File: src/rtl/pipeline_hazard_ctrl.sv
// pipeline_hazard_ctrl
// Stall/flush sequencer for a 5-stage MIPS pipeline (IF/ID/EX/MEM/WB) with
// no forwarding and control transfers resolved in MEM.
//
// Event priority within a cycle, highest first:
//   1. MemBusy     freeze PC, IF/ID, ID/EX and EX/MEM, and bubble MEM/WB.
//   2. M_Redirect  squash IF/ID, ID/EX and EX/MEM and load the new PC.
//   3. RAW hazard  hold PC and IF/ID, and bubble ID/EX.
// The control outputs are combinational from the current inputs, so they act
// in the same cycle. They are forced low while Reset is high.
//
// The state register records which event was handled last. DbgState exposes it
// so it can be observed: 0 = RUN, 1 = RAW_STALL, 2 = MEM_WAIT.
//
// wait_cnt counts consecutive busy cycles and saturates at WAIT_TIMEOUT.
// Timeout is a sticky flag that only Reset clears.
//
// Optional feature macro: HAZARD_STATS_EN. When it is defined, the module
// gains the saturating counters StallCount and FlushCount.
module pipeline_hazard_ctrl #(
  parameter int WAIT_TIMEOUT = 64,
  parameter bit WB_BYPASS    = 1'b0
) (
  input  logic       Clk,
  input  logic       Reset,
  input  logic [4:0] ID_Rs,
  input  logic [4:0] ID_Rt,
  input  logic       ID_UsesRs,
  input  logic       ID_UsesRt,
  input  logic [4:0] EX_WriteReg,
  input  logic       EX_RegWrite,
  input  logic [4:0] MEM_WriteReg,
  input  logic       MEM_RegWrite,
  input  logic [4:0] WB_WriteReg,
  input  logic       WB_RegWrite,
  input  logic       M_Redirect,
  input  logic       MemBusy,
  output logic       PCWrite,
  output logic       IFID_Write,
  output logic       IFID_Flush,
  output logic       IDEX_Write,
  output logic       IDEX_Flush,
  output logic       EXMEM_Write,
  output logic       EXMEM_Flush,
  output logic       MEMWB_Flush,
  output logic       Stalled,
  output logic       Timeout,
  output logic [1:0] DbgState
`ifdef HAZARD_STATS_EN
  ,
  output logic [31:0] StallCount,
  output logic [31:0] FlushCount
`endif
);

  localparam int CW = $clog2(WAIT_TIMEOUT) + 1;
  localparam logic [CW-1:0] WT = CW'(WAIT_TIMEOUT);

  typedef enum logic [1:0] {
    RUN       = 2'd0,
    RAW_STALL = 2'd1,
    MEM_WAIT  = 2'd2
  } state_t;

  state_t        state_q, state_d;
  logic [CW-1:0] wait_cnt_q, wait_cnt_d;
  logic          timeout_q, timeout_d;

  logic wb_we_eff, rs_hit, rt_hit, hazard;
  logic pc_write, ifid_write, ifid_flush, idex_write, idex_flush;
  logic exmem_write, exmem_flush, memwb_flush, stalled;

  // An older writer matches a source register only if it writes a non-zero register.
  function automatic logic reg_hit(input logic we, input logic [4:0] wr, input logic [4:0] src);
    return we && (wr != 5'd0) && (wr == src);
  endfunction

  // With a write-before-read register file, a WB-stage writer is already visible to ID.
  assign wb_we_eff = WB_RegWrite & ~WB_BYPASS;

  // RAW detection between the ID sources and every in-flight writer that is still pending.
  always_comb begin
    rs_hit = reg_hit(EX_RegWrite, EX_WriteReg, ID_Rs) |
             reg_hit(MEM_RegWrite, MEM_WriteReg, ID_Rs) |
             reg_hit(wb_we_eff, WB_WriteReg, ID_Rs);
    rt_hit = reg_hit(EX_RegWrite, EX_WriteReg, ID_Rt) |
             reg_hit(MEM_RegWrite, MEM_WriteReg, ID_Rt) |
             reg_hit(wb_we_eff, WB_WriteReg, ID_Rt);
    hazard = (ID_UsesRs & rs_hit) | (ID_UsesRt & rt_hit);
  end

  // Prioritised event decode: the pipeline controls and the next state.
  always_comb begin
    pc_write    = 1'b1;
    ifid_write  = 1'b1;
    ifid_flush  = 1'b0;
    idex_write  = 1'b1;
    idex_flush  = 1'b0;
    exmem_write = 1'b1;
    exmem_flush = 1'b0;
    memwb_flush = 1'b0;
    stalled     = 1'b0;
    state_d     = RUN;
    if (MemBusy) begin
      // Redirects and hazards are masked here and get looked at again once memory is ready.
      pc_write    = 1'b0;
      ifid_write  = 1'b0;
      idex_write  = 1'b0;
      exmem_write = 1'b0;
      memwb_flush = 1'b1;
      stalled     = 1'b1;
      state_d     = MEM_WAIT;
    end else if (M_Redirect) begin
      // The redirect squashes the hazarding instruction, so any RAW stall is dropped.
      ifid_flush  = 1'b1;
      idex_flush  = 1'b1;
      exmem_flush = 1'b1;
      state_d     = RUN;
    end else if (hazard) begin
      pc_write    = 1'b0;
      ifid_write  = 1'b0;
      idex_flush  = 1'b1;
      stalled     = 1'b1;
      state_d     = RAW_STALL;
    end
  end

  // Busy-cycle counter and sticky timeout detection.
  always_comb begin
    wait_cnt_d = '0;
    timeout_d  = timeout_q;
    if (MemBusy) begin
      wait_cnt_d = (wait_cnt_q == WT) ? wait_cnt_q : wait_cnt_q + 1'b1;
      if (wait_cnt_d == WT) timeout_d = 1'b1;
    end
  end

  // State, wait counter and timeout flops, all cleared asynchronously.
  always_ff @(posedge Clk or posedge Reset) begin
    if (Reset) begin
      state_q    <= RUN;
      wait_cnt_q <= '0;
      timeout_q  <= 1'b0;
    end else begin
      state_q    <= state_d;
      wait_cnt_q <= wait_cnt_d;
      timeout_q  <= timeout_d;
    end
  end

  // Outputs are gated by Reset so the pipeline is fully held while reset is applied.
  assign PCWrite     = pc_write    & ~Reset;
  assign IFID_Write  = ifid_write  & ~Reset;
  assign IFID_Flush  = ifid_flush  & ~Reset;
  assign IDEX_Write  = idex_write  & ~Reset;
  assign IDEX_Flush  = idex_flush  & ~Reset;
  assign EXMEM_Write = exmem_write & ~Reset;
  assign EXMEM_Flush = exmem_flush & ~Reset;
  assign MEMWB_Flush = memwb_flush & ~Reset;
  assign Stalled     = stalled     & ~Reset;
  assign Timeout     = timeout_q;
  assign DbgState    = state_q;

`ifdef HAZARD_STATS_EN
  // Saturating event counters. A redirect counts only when it executes, not when a busy memory masks it.
  always_ff @(posedge Clk or posedge Reset) begin
    if (Reset) begin
      StallCount <= '0;
      FlushCount <= '0;
    end else begin
      if (stalled && (StallCount != 32'hFFFF_FFFF)) StallCount <= StallCount + 32'd1;
      if (M_Redirect && !MemBusy && (FlushCount != 32'hFFFF_FFFF)) FlushCount <= FlushCount + 32'd1;
    end
  end
`endif

endmodule

File: config.mk
export PLATFORM = sky130hd
export DESIGN_NAME = pipeline_hazard_ctrl
export DESIGN_NICKNAME = d
export VERILOG_FILES = /design/src/rtl/pipeline_hazard_ctrl.sv
export SDC_FILE = /design/constraint.sdc
export NUM_CORES = 1
export LEC_CHECK = 0
export BUFFER_PORTS_ARGS = -buffer_cell sky130_fd_sc_hd__clkbuf_2
export CORE_ASPECT_RATIO = 0.7
export CORE_UTILIZATION = 49
export DETAILED_ROUTE_END_ITERATION = 12
export PLACE_DENSITY_LB_ADDON = 0.15
export SLEW_MARGIN = 10
export SYNTH_ARGS = -nofsm -noshare
export SYNTH_HDL_FRONTEND = slang
export SYNTH_SLANG_ARGS = --single-unit
export TNS_END_PERCENT = 10
File: constraint.sdc
create_clock -name Clk -period 3.56 [get_ports Clk]
set_input_delay 0.178 -clock Clk [delete_from_list [all_inputs] [get_ports Clk]]
set_output_delay 0.178 -clock Clk [all_outputs]
set_load 0.02 [all_outputs]
# [Word level (Yosys, flattened, before mapping)]
# Cells that the tools add are included.
[word_totals] ff_bits=10 latchBits=0 ram_bits=0 mem_bits_ro=0 in_bits=34 output_inout_bits=12 wordCells=56 n_memories=0
[op_classes] n_addsub=1 mul=0 n_div=0 magnitude_cmp=0 eq_ne=8 shifts=0 mux=17 n_bitwise=14 n_reduce_logical=13
[op_table] cell="5-bit equality test" count=6
[op_table] cell="5-bit nonzero test" count=3
[op_table] cell="7-bit equality test, second input constant" count=2
[op_table] cell="1-bit two-way mux" count=14
[op_table] cell="7-bit two-way mux" count=2
[op_table] cell="1-bit logical AND" count=9
[op_table] cell="1-bit AND" count=8
[op_table] cell="7-bit by 1-bit adder with 7-bit output, second input constant" count=1
[op_table] cell="1-bit bitwise OR" count=5
[op_table] cell="2-bit two-way mux" count=1
[op_table] cell="2-bit AND reduction" count=1
[op_table] cell="1-bit inverter" count=1

# [Longest topological paths before layout]
[logic_depth] ltp_word=11 depth_mapped=7 mapped_depth_nobuf=7

# [Least setup slack after synthesis]
# Ideal clock, no wire load.
[synth_path] path_type="input port to output port" startpoint="in EX_WriteReg[1]" endpoint="out PCWrite" arrival_ns=2.093 t_required_ns=3.382 setup_slack_ns=1.289 stages=6 path_buffers=1 cell_sequence="or4_1 o21ai_2 nor4_1 o311a_1 nor3_1 buf_4"
[synth_via] elab_chain_len=11 elab_cells_between_ends=17 cone_classes="eq/ne: 2; mux: 3; bitwise: 8; reduce/logical: 4"
[synth_lines] item="start, declared" line_no="30" rtl="input logic [4:0] EX_WriteReg,"
[synth_lines] item="5-bit nonzero test" line_no="75" rtl="return we && (wr != 5'd0) && (wr == src);"
[synth_lines] item="1-bit logical AND (2 in a row)" line_no="75"
[synth_lines] item="1-bit bitwise OR (on tied branches)" line_no="83, 86"
[synth_lines] item="1-bit bitwise OR (on tied branches)" line_no="84, 87"
[synth_lines] item="1-bit AND" line_no="89" rtl="hazard = (ID_UsesRs & rs_hit) | (ID_UsesRt & rt_hit);"
[synth_lines] item="1-bit bitwise OR *" line_no="89"
[synth_lines] item="1-bit two-way mux * (3 in a row)"
[synth_lines] item="1-bit AND *"
[synth_lines] item="end, declared" line_no="38" rtl="output logic PCWrite,"
# Mark *: on every way between the ends. The rest lies on a longest branch, timed or not.

# [Worst setup path in the final report]
[layout_path] startpoint="in WB_WriteReg[1]" endpoint="out PCWrite"
[layout_via] elab_chain_len=10 elab_cells_between_ends=15 cone_classes="eq/ne: 2; mux: 3; bitwise: 6; reduce/logical: 4"
[layout_lines] item="start, declared" line_no="34" rtl="input logic [4:0] WB_WriteReg,"
[layout_lines] item="5-bit nonzero test" line_no="75"
[layout_lines] item="1-bit logical AND (2 in a row)" line_no="75"
[layout_lines] item="1-bit bitwise OR (on tied branches)" line_no="84, 87"
[layout_lines] item="1-bit AND" line_no="89"
[layout_lines] item="1-bit bitwise OR *" line_no="89"
[layout_lines] item="1-bit two-way mux *" line_no="119" rtl="end else if (hazard) begin"
[layout_lines] item="1-bit two-way mux *" line_no="113" rtl="end else if (M_Redirect) begin"
[layout_lines] item="1-bit two-way mux *" line_no="104" rtl="if (MemBusy) begin"
[layout_lines] item="1-bit AND *" line_no="152" rtl="assign PCWrite = pc_write & ~Reset;"
# Marks and branches as above.

==> metrics.txt <==
status=complete, no violations; CTS tree=built; period utilization=0.600; synth cell count leaders=xnor2_1 (24), xor2_1 (13), dfrtp_1 (10); Initial Utilization=0.557; Final Net Count=approximately 190; syn nets=143; Synth Register Bits=10; unrepaired setup endpoints after global routing=false; Vias=952; Post-Route WL=about 2.5 mm; Net Sw Power=approximately 100 uW; share of cells above drive strength 1=0.320; first-pass GRT wire length=between 3 and 4 mm; library cells used by synthesis=28; MaxCap Viol Count=0; power share of the combinational group=0.358; ys async rst share=1.00; placed cell count=170; IR drop worst, VDD=between 200 and 250 uV; total track usage=0.271; Top Ports=46; Port Buffer Count=45; post-CTS setup buffer count=0; count leader, synth=xnor2_1; die height=between 30 and 40 um; Seq pwr share=0.394; final setup TNS=0 ns; synthesized area per cell=8.83 um^2; crit end category=output port; worst endpoint data arrival time=just under 2 ns; Worst Path Required=about 3.4 ns; post-synthesis cell count=107; total CTS buffers=3; Vias/cell=roughly 5.5; Clock Power Share=0.248; Final GP Congestion=approximately 0.85; CTS sink cnt=10; Post-synth EDFFs=0; die footprint=between 2000 and 2500 um^2; first drt pass iteration count=4; Clock Latency Late Sink=between 0.2 and 0.3 ns; Syn-to-layout area delta=27.7%; residual DRC count=0; sequential area share after synthesis=0.265; initial antenna violation count=0; core area=between 1500 and 2000 um^2; die width=approximately 54 um; Min-Delay Path Class=in -> reg; crit path kind=in -> out; vias in the first global route=849; Pint=approximately 210 uW; Achievable Freq=~470 MHz; r2r startpoint=wait_cnt_q[0]; Detail Placement HPWL=about 2.1 mm; htree depth=1; Synthesis Warnings=0; largest net degree at the start of global routing=12; ant diodes=0; crit path capture=PCWrite; CTS clk-pin slew, worst paths=about 0.060 ns; root buffer selected by CTS=clkbuf_4; Avg WL per Cell=around 14 um; Final Max Slew Viols=0; hold path startpoint=M_Redirect; clk_skew=~0.0053 ns; Max Root-Sink Buffers=2; DRT antenna net count=0; post-synth top area cell=dfrtp_1; top cell type's share of synthesized area=0.265; DRT iter0 DRCs=31; crit path from=WB_WriteReg[1]; GRT Residual Overflow=0; power per cell area=256 nW/um^2; Synth Flop Type=dfrtp_1; crit start category=primary input; Leakage=0.581 nW; Layout Utilization=0.711; Slew @ Worst Pin=between 0.4 and 0.5 ns; final std cells w/o fill=174; CP Max Fanout=3; post-synthesis instance area=between 900 and 1000 um^2; Finish-stage setup viols=0; Slew headroom=0.709; R2R Setup Slk=between 1.5 and 2 ns; RR Endpoint=Timeout; Tmin final=2.14 ns; switch share=0.332; # rows=12; Synth area leaders=dfrtp_1 (26%), xnor2_1 (22%), xor2_1 (12%); R2R depth=7; Final Hold Fails=0
layout make-up:
type	count	area (um^2)
multi-input combinational	89	653
fill	134	490
sequential	10	250
timing repair buffer	46	235
tap	21	26.3
clock buffer	3	22.5
inverter	5	18.8
logic make-up (layout without fill, tap and decap cells):
logic type	count (synthesis)	in the layout	share of synthesized area
xor+xnor	37	37	0.343
compound gates	12	12	0.0967
buf+inv	8	54	0.0437
simple gates	38	38	0.225
fa+ha+maj	2	2	0.0265
flops	10	10	0.265
power by group through the flow:
stage,combinational (mW),clock [mW],sequential (mW)
CTS,0.110,0.0785,0.122
global placement,0.105,0,0.124
finish,0.110,0.0764,0.122
detailed placement,0.108,0,0.124
global route,0.121,0.0830,0.122
floorplan,0.0594,0,0.125
registers in the layout, indices dropped and copies added, names as in the netlist:
register and count:
wait_cnt_q 7, DbgState 2, Timeout 1
stage by stage:
step,hold WS [ns],setup slack [ns],total power [mW],instance area [um^2]
6_report,0.0884,1.42,0.308,1210
4_1_cts,0.0860,1.44,0.310,1210
3_3_place_gp,0.187,1.48,0.228,1170
3_5_place_dp,0.196,1.44,0.232,1170
5_1_grt,0.0886,1.34,0.326,1210
2_1_floorplan,0.0264,1.29,0.184,945
timing repair:
item	CTS	global route
hold buffers	1	0
hold endpoints to repair	10	0
resized for setup	0	0
worst min-delay path by stage:
stage | endpoint | slack (ns) | cells past startpoint
6_report | DbgState[0] | 0.09 | 2
3_3_place_gp | DbgState[0] | 0.19 | 2
3_5_place_dp | DbgState[0] | 0.20 | 2
2_1_floorplan | DbgState[0] | 0.03 | 1
5_1_grt | DbgState[0] | 0.09 | 2
4_1_cts | DbgState[0] | 0.09 | 2
cells in the final DEF, fill, tap and decap left out, types with 2 or more instances in the layout:
cell type  instances
nor2_1             7
nand4_1            3
xor2_1            13
nand2_1            2
or4_1              3
nand3_1            6
nor4_1             6
o31ai_1            2
dfrtp_1           10
clkbuf_2          45
o311a_1            2
nor3_1             2
ha_1               2
a31oi_1            2
and2_1             3
inv_1              5
nor2b_1            2
clkbuf_4           3
xnor2_1           24
critical path: stages:
cell and delay, ns:
clkbuf_2 0.11, or4_1 0.56, o21ai_1 0.18, nor4_1 0.09
o311a_1 0.37, nor3_1 0.25, clkbuf_2 0.22
layer usage:
layer / up-vias / routed length (um) / GRT usage
li1: 471 / - / -
met1: 430 / 1180 / 0.354
met2: 49 / 1100 / 0.439
met3: 2 / 194 / 0.0863
met4: 0 / 21 / 0.0449
met5: - / 0 / 0
Power figures use the tool's default switching activity.
